`config.mk`:
```
export PLATFORM = sky130hd
export DESIGN_NAME = mem_preloader
export DESIGN_NICKNAME = d
export VERILOG_FILES = /design/src/rtl/preload_pkg.sv /design/src/rtl/preload_port_mux.sv /design/src/rtl/mem_preloader.sv
export SDC_FILE = /design/constraint.sdc
export NUM_CORES = 1
export LEC_CHECK = 0
export ABC_AREA = 1
export BUFFER_PORTS_ARGS = -buffer_cell sky130_fd_sc_hd__buf_2
export CAP_MARGIN = 20
export CORE_MARGIN = 2
export CORE_UTILIZATION = 32
export CTS_CLUSTER_DIAMETER = 40
export CTS_CLUSTER_SIZE = 28
export DETAILED_ROUTE_END_ITERATION = 8
export PLACE_DENSITY_LB_ADDON = 0.2
export SETUP_SLACK_MARGIN = 0.05
export SLEW_MARGIN = 15
export SYNTH_ARGS = -nofsm -noshare
export SYNTH_HDL_FRONTEND = slang
export SYNTH_HIERARCHICAL = 1
export SYNTH_SLANG_ARGS = --single-unit
```
`constraint.sdc`:
```
create_clock -name CLK -period 2.04 [get_ports CLK]
set_input_delay 0.306 -clock CLK [delete_from_list [all_inputs] [get_ports CLK]]
set_output_delay 0.306 -clock CLK [all_outputs]
set_load 0.02 [all_outputs]
```
`src/rtl/preload_pkg.sv`:
```
// Shared types and constants for the boot-time SRAM preloader.
package preload_pkg;

  typedef enum logic [2:0] {
    ST_IDLE,
    ST_NEXT,
    ST_LOAD,
    ST_VERIFY,
    ST_DONE,
    ST_ERROR
  } preload_state_t;

  localparam int unsigned ADDR_W_DEF = 10;
  localparam int unsigned DEPTH      = 2 ** ADDR_W_DEF;

endpackage

```
`src/rtl/preload_port_mux.sv`:
```
// Per-SRAM port selector: loader drive while preloading, functional owner once sel=1.
module preload_port_mux #(
  parameter int unsigned ADDR_W = 10,
  parameter int unsigned DATA_W = 32
) (
  input  logic              sel,
  input  logic              f_csb,
  input  logic              f_web,
  input  logic [ADDR_W-1:0] f_addr,
  input  logic [DATA_W-1:0] f_din,
  input  logic              l_csb,
  input  logic              l_web,
  input  logic [ADDR_W-1:0] l_addr,
  input  logic [DATA_W-1:0] l_din,
  output logic              m_csb,
  output logic              m_web,
  output logic [ADDR_W-1:0] m_addr,
  output logic [DATA_W-1:0] m_din
);

  always_comb begin
    if (sel) begin
      m_csb  = f_csb;
      m_web  = f_web;
      m_addr = f_addr;
      m_din  = f_din;
    end else begin
      m_csb  = l_csb;
      m_web  = l_web;
      m_addr = l_addr;
      m_din  = l_din;
    end
  end

endmodule

```
`src/rtl/mem_preloader.sv`:
```
// Boot preloader: fills N_MEM SRAMs from one word stream, then releases core reset.
// Optional readback checksum verification is enabled with `define PRELOAD_VERIFY_EN.
module mem_preloader
  import preload_pkg::*;
#(
  parameter int unsigned N_MEM  = 2,
  parameter int unsigned ADDR_W = ADDR_W_DEF,
  parameter int unsigned DATA_W = 32,
  localparam int unsigned CW    = (N_MEM > 1) ? $clog2(N_MEM) : 1
) (
  input  logic                      CLK,
  input  logic                      RSTn,
  input  logic                      START,
  input  logic [N_MEM*(ADDR_W+1)-1:0] LEN,
  input  logic                      S_VALID,
  output logic                      S_READY,
  input  logic [DATA_W-1:0]         S_DATA,
  input  logic [N_MEM-1:0]          F_CSB,
  input  logic [N_MEM-1:0]          F_WEB,
  input  logic [N_MEM*ADDR_W-1:0]   F_ADDR,
  input  logic [N_MEM*DATA_W-1:0]   F_DIN,
  output logic [N_MEM-1:0]          M_CSB,
  output logic [N_MEM-1:0]          M_WEB,
  output logic [N_MEM*ADDR_W-1:0]   M_ADDR,
  output logic [N_MEM*DATA_W-1:0]   M_DIN,
  input  logic [N_MEM*DATA_W-1:0]   M_DOUT,
  output logic                      CORE_RSTn,
  output logic                      BUSY,
  output logic                      DONE,
  output logic                      ERR,
  output logic [CW-1:0]             CHAN
);

  localparam int unsigned LW        = ADDR_W + 1;
  localparam int unsigned SW        = CW + 1;
  localparam int unsigned MEM_DEPTH = 2 ** ADDR_W;

  preload_state_t state, state_n;
  logic [CW-1:0]  chan;
  logic [SW-1:0]  scan;
  logic [LW-1:0]  cnt;
  logic [LW-1:0]  len_q   [N_MEM];
  logic [LW-1:0]  len_sat [N_MEM];
  logic           core_rstn;

  logic           found;
  logic [CW-1:0]  pick;
  logic           last_word;
  logic           verify_end;
  logic           verify_ok;

  logic              l_csb  [N_MEM];
  logic              l_web  [N_MEM];
  logic [ADDR_W-1:0] l_addr [N_MEM];
  logic [DATA_W-1:0] l_din  [N_MEM];

  always_comb begin
    for (int unsigned c = 0; c < N_MEM; c++) begin
      len_sat[c] = LEN[c*LW +: LW];
      if (len_sat[c] > LW'(MEM_DEPTH)) len_sat[c] = LW'(MEM_DEPTH);
    end
  end

  // scan holds the lowest channel still eligible; it may run one past the last channel.
  always_comb begin
    found = 1'b0;
    pick  = '0;
    for (int unsigned c = 0; c < N_MEM; c++) begin
      if (!found && SW'(c) >= scan && len_q[c] != '0) begin
        found = 1'b1;
        pick  = CW'(c);
      end
    end
  end

  assign last_word = (cnt == len_q[chan] - LW'(1));

`ifdef PRELOAD_VERIFY_EN
  logic [DATA_W-1:0] sum_w [N_MEM];
  logic [DATA_W-1:0] sum_r;
  logic              rd_pend;
  logic [DATA_W-1:0] dout_ch;

  always_comb begin
    dout_ch = '0;
    for (int unsigned c = 0; c < N_MEM; c++)
      if (chan == CW'(c)) dout_ch = M_DOUT[c*DATA_W +: DATA_W];
  end

  assign verify_end = (state == ST_VERIFY) && (cnt == len_q[chan]);
  assign verify_ok  = (sum_r + dout_ch) == sum_w[chan];

  always_ff @(posedge CLK or negedge RSTn) begin
    if (!RSTn) begin
      for (int unsigned c = 0; c < N_MEM; c++) sum_w[c] <= '0;
      sum_r   <= '0;
      rd_pend <= 1'b0;
    end else begin
      rd_pend <= (state == ST_VERIFY) && (cnt < len_q[chan]);
      if (state == ST_IDLE && START)
        for (int unsigned c = 0; c < N_MEM; c++) sum_w[c] <= '0;
      else if (state == ST_LOAD && S_VALID)
        sum_w[chan] <= sum_w[chan] + S_DATA;
      if (state == ST_LOAD) sum_r <= '0;
      else if (rd_pend)     sum_r <= sum_r + dout_ch;
    end
  end
`else
  logic unused_dout;
  assign unused_dout = ^M_DOUT;
  assign verify_end  = 1'b0;
  assign verify_ok   = 1'b1;
`endif

  always_comb begin
    state_n = state;
    case (state)
      ST_IDLE: if (START) state_n = ST_NEXT;
      ST_NEXT: state_n = found ? ST_LOAD : ST_DONE;
      ST_LOAD: begin
        if (S_VALID && last_word) begin
`ifdef PRELOAD_VERIFY_EN
          state_n = ST_VERIFY;
`else
          state_n = ST_NEXT;
`endif
        end
      end
      ST_VERIFY: if (verify_end) state_n = verify_ok ? ST_NEXT : ST_ERROR;
      default: state_n = state;
    endcase
  end

  always_ff @(posedge CLK or negedge RSTn) begin
    if (!RSTn) begin
      state     <= ST_IDLE;
      chan      <= '0;
      scan      <= '0;
      cnt       <= '0;
      core_rstn <= 1'b0;
      for (int unsigned c = 0; c < N_MEM; c++) len_q[c] <= '0;
    end else begin
      state     <= state_n;
      core_rstn <= (state_n == ST_DONE);
      case (state)
        ST_IDLE: begin
          if (START) begin
            for (int unsigned c = 0; c < N_MEM; c++) len_q[c] <= len_sat[c];
            scan <= '0;
            chan <= '0;
            cnt  <= '0;
          end
        end
        ST_NEXT: begin
          cnt <= '0;
          if (found) chan <= pick;
        end
        ST_LOAD: begin
          if (S_VALID) begin
            if (last_word) begin
              cnt  <= '0;
              scan <= SW'(chan) + SW'(1);
            end else begin
              cnt <= cnt + LW'(1);
            end
          end
        end
        ST_VERIFY: begin
          if (verify_end) begin
            cnt  <= '0;
            scan <= SW'(chan) + SW'(1);
          end else begin
            cnt <= cnt + LW'(1);
          end
        end
        default: ;
      endcase
    end
  end

  always_comb begin
    for (int unsigned c = 0; c < N_MEM; c++) begin
      l_csb[c]  = 1'b1;
      l_web[c]  = 1'b1;
      l_addr[c] = '0;
      l_din[c]  = '0;
      if (chan == CW'(c)) begin
        if (state == ST_LOAD && S_VALID) begin
          l_csb[c]  = 1'b0;
          l_web[c]  = 1'b0;
          l_addr[c] = cnt[ADDR_W-1:0];
          l_din[c]  = S_DATA;
        end else if (state == ST_VERIFY && cnt < len_q[c]) begin
          l_csb[c]  = 1'b0;
          l_addr[c] = cnt[ADDR_W-1:0];
        end
      end
    end
  end

  for (genvar g = 0; g < N_MEM; g++) begin : g_mux
    preload_port_mux #(
      .ADDR_W (ADDR_W),
      .DATA_W (DATA_W)
    ) u_mux (
      .sel    (state == ST_DONE),
      .f_csb  (F_CSB[g]),
      .f_web  (F_WEB[g]),
      .f_addr (F_ADDR[g*ADDR_W +: ADDR_W]),
      .f_din  (F_DIN[g*DATA_W +: DATA_W]),
      .l_csb  (l_csb[g]),
      .l_web  (l_web[g]),
      .l_addr (l_addr[g]),
      .l_din  (l_din[g]),
      .m_csb  (M_CSB[g]),
      .m_web  (M_WEB[g]),
      .m_addr (M_ADDR[g*ADDR_W +: ADDR_W]),
      .m_din  (M_DIN[g*DATA_W +: DATA_W])
    );
  end

  assign S_READY   = (state == ST_LOAD);
  assign CORE_RSTn = core_rstn;
  assign BUSY      = (state == ST_NEXT) || (state == ST_LOAD) || (state == ST_VERIFY);
  assign DONE      = (state == ST_DONE);
  assign ERR       = (state == ST_ERROR);
  assign CHAN      = chan;

endmodule

```
# After elaboration in Yosys (flattened, before gate mapping)
# Cells that the tools add are included.
# W data, S select, Z words.
[totals] regBits=40 out_inout_bits=94 in_bits=210 elab_cells=98
[classes] mux=49 n_bitwise=1 magnitude_cmp=7 n_addsub=3 reduce_logical=20 eq_ne=11
[op_table] op="$mux W32" count=5
[op_table] op="$mux W11" count=8
[op_table] op="$mux W10" count=8
[op_table] op="$pmux W11 S4" count=1
[op_table] op="$gt A11 B11 Y1 const B" count=2
[op_table] op="$lt A11 B11 Y1" count=2
[op_table] op="$reduce_bool A11 Y1" count=2
[op_table] op="$mux W1" count=18
[op_table] op="$add A11 B1 Y11 const B" count=1
[op_table] op="$eq A11 B11 Y1" count=1
[op_table] op="$sub A11 B1 Y11 const B" count=1
[op_table] op="$eq A3 B3 Y1 const B" count=3
[op_table] op="$mux W3" count=3
[op_table] op="$pmux W3 S3" count=1
[op_table] op="$logic_and A1 B1 Y1" count=7
[op_table] op="$eq A3 B2 Y1 const B" count=2
[op_table] op="$mux W2" count=3
[op_table] op="$ne A2 B2 Y1 const B" count=3
[op_table] op="$reduce_and A3 Y1" count=2
[op_table] op="$ge A1 B2 Y1 const A" count=2
[op_table] op="$pmux W2 S2" count=1
[op_table] op="$reduce_and A4 Y1" count=1
[op_table] op="$reduce_bool A2 Y1" count=2
[op_table] op="$reduce_bool A4 Y1" count=1
[op_table] op="other kinds (10)" count=11

# Depth between registers and ports, before layout
# Gate-level depths: netlist (run 1).
[depth] depth_word=10 depth_mapped=18

# Hierarchy
# Netlist (run 1), hierarchy kept.
[by_module_without_submodules] mod="mem_preloader" n_inst=1 cells_per_inst=538 area_each_um2=3575.9
[by_module_without_submodules] mod="preload_port_mux" n_inst=2 cells_per_inst=142 area_each_um2=630.6

# Least setup slack after synthesis (run 1)
# Ideal clock, no wire load.
[synth_path] path_type="register to output" start="reg state[1]" end="out M_DIN[2]" t_arrival_ns=1.960 setup_slack_ns=-0.226 path_stages_with_launch=12 path_cell_list="dfrtp_1 -> inv_1 -> nor2_1 -> inv_1 -> nor2_1 -> inv_1 -> nor2_1 -> nand2_1 -> buf_2 -> nor2_1 -> nand2_2 -> nand2_1"
[synth_lines] element="start: declaration" line="mem_preloader.sv:38" text="preload_state_t state, state_n;"
[synth_lines] element="start signal: assignment" line="mem_preloader.sv:143" text="state <= state_n;"
[synth_lines] element="end: declaration" line="mem_preloader.sv:25" text="output logic [N_MEM*DATA_W-1:0] M_DIN,"

==> reports/qor.txt, run 1 <==
failing checks - setup timing
synthesized flop and latch total - 40
Hold Slack - 0.267 ns
overall power - 10.6 mW
vias in the first global route - 5946
CTS root buf - clkbuf_16
Worst slew margin - 68.4%
routed vias/inst - 4.84
CP Max Fanout - 11
Top FF cell, synth - dfrtp_1
Reg power frac - 11.9%
post-route setup TNS - -25.28 ns
crit share post-route - 130%
Switching Share - 49.1%
Fill cells - 1312
Max Clock Skew - 0.00568 ns
R2R depth - 15
critical path's largest stage delay - 0.43 ns
Clock Tree Buf Depth - 2
PortBufs - 239
outcome - finished with violations
final core occ - 59.4%
Initial Util - 33.0%
Synth warnings - 6
hold path startpoint - LEN[7]
post-route ant nets - 0
Cells after Synth - 822
Final HPWL DP - 13.9 mm
most common cell after layout, fill and taps aside - nand2_1
dpl ws - -0.231 ns
Max-cap violations - 0
post-synth top area cell - nand2_1
largest net degree at the start of global routing - 54
Placeable Area - 0.0146 sq mm
CTS Sinks - 40
Die Ht - 127 um
top cells by area, synth - nand2_1, dfrtp_1, nor2_1, inv_1, ha_1
Syn Nets - 1054
Least-Margin Pin Slew - 0.474 ns
I/O pin count - 304
sequential area share after synthesis - 20.7%
total CTS buffers - 5
NetSw - 5.23 mW
nets - 1371
Post-synth EDFFs - 0
initial antenna violation count - 0
layout cells sized above 1 - 52.1%
distinct cell type count of the synthesized netlist - 38
fmax - 377 MHz
Worst R2R End - cnt[0]
hold path endpoint - len_q[18]
final worst setup slack - -0.609 ns
final wirelength - 20.6 mm
Hold Path Class - input pin to flop
FF-to-FF Start - CHAN
Reg2Reg Setup Slack - -0.21 ns
worst skew pair latency - 0.28 ns
Leakage Power - 4.44 nW
Comb pwr share - 78.6%
Inserted Diodes - 0
# DRC - 0
CTS tree - built
Slew Limit Fails - 0
most frequent CP cell - nand2_1
hold depth - 3
asr flop ratio synth - 100%
final setup fails - 104
Die W - 127 um
Clk pwr share - 9.5%
CP endpoint kind - output port
total gr overflow - 0
Setup crit start kind - flop
Tot GR Track Use - 22.4%
H-tree depth - 2
Crit-path slowest cell - dfrtp_1
sequence of cells on the critical path - ha_1, a21oi_1, o21a_1, nand3_1, nor3_2, o21ai_1, buf_6, nor2_2, nand2_1, nand2_1, buf_4
Final GP Congestion - 0.861
critical path arrival - 2.34 ns
cell area after synthesis - 0.00484 sq mm
Peak VDD IR - 0.958 mV
Fin. Hold Viols - 0
DR pass1 iterations - 6
WS Path Type - flop to output port
RSZ-0062 raised after global routing - yes
Rows - 44
vias - 6403
PD cells - 1220 mW/mm^2
first-pass GRT wire length - 29.3 mm
initial DRC count - 336
most frequent cells in the layout - nand2_1, buf_2, buf_4, nand2_2, buf_6
clock slew at reported path FFs - 0.06 ns
Internal Pwr Total - 5.41 mW
die footprint - 0.0161 sq mm
Syn Area/Cell - 5.88 sq um
area grow syn2layout - 79.9%
fin crit period - 2.65 ns
critical path required time - 1.73 ns
Synth top area share - 25.8%
WL/cell - 15.6 um
[repair_timing]
action	CTS	global route
pin swaps	34	78
hold buffers	1	0
cloned	5	4
endpoints found under the setup margin	104	104
hold endpoints to repair	14	0
setup buffers	11	16
gates resized for setup	224	198
[stage by stage]
step	area, sq um	cells
floorplan	4940	822
global placement	6710	1282
detailed placement	6710	1282
CTS	7810	1307
global route	8700	1324
finish	8700	1324
[critical path, delay by kind of cell (launching register included)]
kind,cells,cell delay [ns]
AO/OA/AOI/OAI,3,0.44
adder cells (fa/ha/maj),1,0.32
buffers and inverters,2,0.29
flip-flops,1,0.43
AND/OR/NAND/NOR,5,0.57
[worst max path at each step]
stage | startpoint | to | slack, ns | depth (start not counted)
floorplan | CHAN | scan[1] | -0.17 | 14
global placement | cnt[8] | M_ADDR[19] | -0.24 | 11
detailed placement | cnt[10] | M_ADDR[19] | -0.23 | 11
CTS | cnt[8] | M_ADDR[19] | -0.48 | 11
global route | cnt[10] | M_ADDR[9] | -0.72 | 11
finish | cnt[10] | M_ADDR[9] | -0.61 | 11
[power groups by stage]
stage / Sequential, mW / Clock (mW) / Combinational [mW]
finish: 1.27 / 1.02 / 8.36
floorplan: 1.25 / 0 / 3.99
global placement: 1.25 / 0 / 5.98
CTS: 1.25 / 1.03 / 7.14
detailed placement: 1.25 / 0 / 5.99
global route: 1.30 / 1.06 / 9.04
[synthesized netlist by cell type (3+ instances only)]
master,instances
nand2_1,332
nor3_1,6
o21ai_2,3
o22ai_1,9
buf_6,12
nor2_1,108
o211ai_1,3
nand4_1,7
nand3_1,44
buf_2,9
dfrtp_1,40
inv_1,88
o21a_1,3
ha_1,22
clkbuf_1,5
o21ai_0,28
inv_2,3
xor2_1,10
nand2_2,31
nor2_4,3
buf_4,6
nor4_1,8
a21oi_1,16
nand2_4,7
[final cells by class]
cell class	count	area (sq um)	area share, %
Clock buffer	6	129	1.48
Clock inverter	2	60.1	0.690
Inverter	93	369	4.24
Tap cell	184	230	2.65
Multi-Input combinational cell	655	4140	47.6
Timing Repair Buffer	344	2770	31.8
Sequential cell	40	1010	11.6
[metal layers]
metal / track usage (%) / wire (um) / vias to the layer above
met4: 5.56 / 583 / 0
met3: 2.40 / 1020 / 34
met1: 27.1 / 8340 / 2954
li1: - / - / 3195
met2: 42.3 / 10700 / 220
met5: 0 / 0 / -
[kinds of logic after synthesis]
group                      Yosys count  synth area share [%]
and+or+nand+nor                    553                  49.5
xor gates and xnor gates            11                  1.99
adders and majority gates           22                  5.69
muxes                                1                 0.207
buffers and inverters              128                  13.7
DFF                                 40                  20.7
AOI/OAI and AO/OA                   67                  8.20
[sequential cells by signal, summed over array words and instances (netlist names)]
register and flops:
scan 2, state 3, cnt 11, len_q 22, CHAN 1, CORE_RSTn 1
Note: power is estimated with default switching activity, not from simulation.
==> inputs of run 2 (changes only) <==
- CORE_ASPECT_RATIO: not set -> 0.7
==> run 2 against run 1 <==
The flow still finishes with violations (setup timing). Sequential share of layout area shrank 0.32 points. Clock power decreased by 23%. Critical path depth is 2 higher. Hold slack worse by 0.019 ns. Setup slack got worse by 0.049 ns. Wire length increased by 8.0%. Clock-buffer cell count grew 1. First-iteration DRC count rose by 21%. Combinational power up 1%. Non-clock buffer count up 11. Maximum frequency fell by 1.8%. Via count rose by 2.4%. Highest routed layer unchanged.
==> reports/qor.txt, run 2 (synthesis gave the netlist of run 1 again) <==
outcome - finished with violations
failing checks - setup timing
Peak VDD IR - 0.703 mV (-27%)
area grow syn2layout - 85.7%
max reg flops - 22 (unchanged)
Fin. Hold Viols - 0 (unchanged)
Slew Limit Fails - 0 (unchanged)
area of the multi-input gates - 0.00423 sq mm (+2.1%)
final worst setup slack - -0.658 ns (-0.0488 ns)
PortBufs - 239 (unchanged)
first-pass GRT wire length - 30.3 mm (+3.4%)
Tot GR Track Use - 24.0% (+1.6 points)
crit share post-route - 132% (+2.4 points)
most frequent cells in the layout - nand2_1, buf_2, nand2_2, buf_6, buf_4
clock slew at reported path FFs - 0.06 ns (about the same)
initial DRC count - 405 (+21%)
Initial Util - 32.9% (-0.17 points)
Final HPWL DP - 14.7 mm (+5.4%)
Rows - 37 (-16%)
WL/cell - 16.6 um (+6.2%)
NetSw - 5.39 mW (+3.0%)
H-tree depth - 2 (unchanged)
initial antenna violation count - 0 (unchanged)
fin crit period - 2.70 ns (+0.0488 ns)
CP endpoint kind - output port
layout cells sized above 1 - 54.0% (+1.8 points)
fmax - 371 MHz (-1.8%)
critical path required time - 1.73 ns (about the same)
die footprint - 0.0161 sq mm (+0.10%)
vias - 6554 (+2.4%)
Clk pwr share - 7.4% (-2.1 points)
fin area - 0.00898 sq mm (+3.2%)
Placeable Area - 0.0147 sq mm (+0.53%)
Least-Margin Pin Slew - 0.329 ns (-0.145 ns)
Clock Tree Buf Depth - 2 (unchanged)
total CTS buffers - 5 (unchanged)
Post-Place Cell Area - 0.00675 sq mm (+0.50%)
final core occ - 61.0% (+1.6 points)
CTS root buf - clkbuf_16
most common cell after layout, fill and taps aside - nand2_1
Max Clock Skew - 0.00440 ns (-0.00128 ns)
CTS tree - built
Fill cells - 1337 (+1.9%)
Hold Path Class - input pin to flop
Max-cap violations - 0 (unchanged)
Inserted Diodes - 0 (unchanged)
largest registers - len_q (22), cnt (11), state (3)
routed vias/inst - 4.87 (+0.69%)
Top reg by flops - len_q
CTS Sinks - 40 (unchanged)
vias in the first global route - 5772 (-2.9%)
Final GP Congestion - 0.882 (+2.4%)
Reg power frac - 12.3% (+0.4 points)
Comb pwr share - 80.3% (+1.7 points)
largest net degree at the start of global routing - 45 (-17%)
critical path arrival - 2.39 ns (+0.05 ns)
register area - 0.00101 sq mm (+0.37%)
total gr overflow - 0 (unchanged)
RSZ-0062 raised after global routing - yes
I/O pin count - 304 (unchanged)
DR pass1 iterations - 5 (-1)
Setup crit start kind - flop
Die W - 151 um (+19%)
Internal Pwr Total - 5.18 mW (-4.4%)
Switching Share - 51.0% (+1.9 points)
Worst slew margin - 78.1% (+9.7 points)
PD cells - 1180 mW/mm^2 (-3.8%)
Die Ht - 107 um (-16%)
final wirelength - 22.3 mm (+8.0%)
final setup fails - 104 (unchanged)
# DRC - 0 (unchanged)
worst skew pair latency - 0.29 ns (about the same)
Leakage Power - 4.52 nW (+1.9%)
WS Path Type - flop to output port
CP Max Fanout - 5 (-6)
nets - 1382 (+0.80%)
post-route ant nets - 0 (unchanged)
run 2: worst max-delay path, cell delays in order (launching register included):
cell and delay, ns:
dfrtp_1 0.44, buf_6 0.15, ha_4 0.25, a21oi_2 0.16, o21a_1 0.16, nand3_2 0.11, nor3_2 0.14, o21ai_2 0.09
buf_6 0.13, buf_8 0.13, nor2_2 0.09, nand2_1 0.07, nand2_2 0.07, buf_6 0.11
run 2: worst paths after layout:
check                              from   endpoint  slack [ns]  cells past startpoint
worst min-delay path             LEN[7]  len_q[18]        0.25                      3
worst max register to register     CHAN    scan[0]       -0.27                     14
min in group asynchronous          RSTn  len_q[21]        0.45                      2
worst max-delay path            cnt[10]  M_ADDR[2]       -0.66                     13
worst min register to register  scan[0]    scan[0]        0.49                      2
max in group asynchronous          RSTn       CHAN        1.05                      3
run 2: routing by layer:
metal	vias up	share of wire, %	wire (um)	track usage [%]
met5	-	0	0	0
met4	0	1.3	296	3.14
met3	31	7.7	1710	3.23
met2	255	46	10200	38.0
met1	3049	45	10000	35.5
li1	3219	-	-	-
run 2: timing repair:
item / in CTS / in global routing
hold buffers: 1 / 0
cloned: 8 / 6
hold endpoints to repair: 10 / 0
resized for setup: 193 / 285
pin swaps: 32 / 93
buffers inserted: 12 / 14
endpoints found under the setup margin: 104 / 105
run 2: power by group through the flow:
stage / Sequential (mW) / Clock [mW] / Combinational [mW]
after global placement: 1.28 / 0 / 6.04
after detailed placement: 1.29 / 0 / 6.08
after floorplan: 1.25 / 0 / 3.99
after global routing: 1.33 / 0.835 / 9.12
final: 1.30 / 0.787 / 8.48
after CTS: 1.28 / 0.798 / 7.24
run 2: final cells by class:
class / instances / share of cell area, %
Multi-Input combinational cell: 654 / 47.1
Timing Repair Buffer: 355 / 32.9
Sequential cell: 40 / 11.2
Inverter: 93 / 4.35
Tap cell: 195 / 2.72
Clock buffer: 7 / 1.48
Timing Repair inverter: 1 / 0.125
Clock inverter: 1 / 0.0557
run 2: per-stage QoR:
stage	std cells	worst slack, ns	total power [mW]	hold WS (ns)	setup TNS, ns
floorplan	822	-0.166	5.24	0.0104	-1.73
global placement	1299	-0.294	7.32	0.212	-7.85
detailed placement	1299	-0.310	7.36	0.215	-8.23
CTS	1328	-0.565	9.32	0.242	-24.46
global route	1346	-0.776	11.3	0.261	-38.84
finish	1346	-0.658	10.6	0.248	-28.11
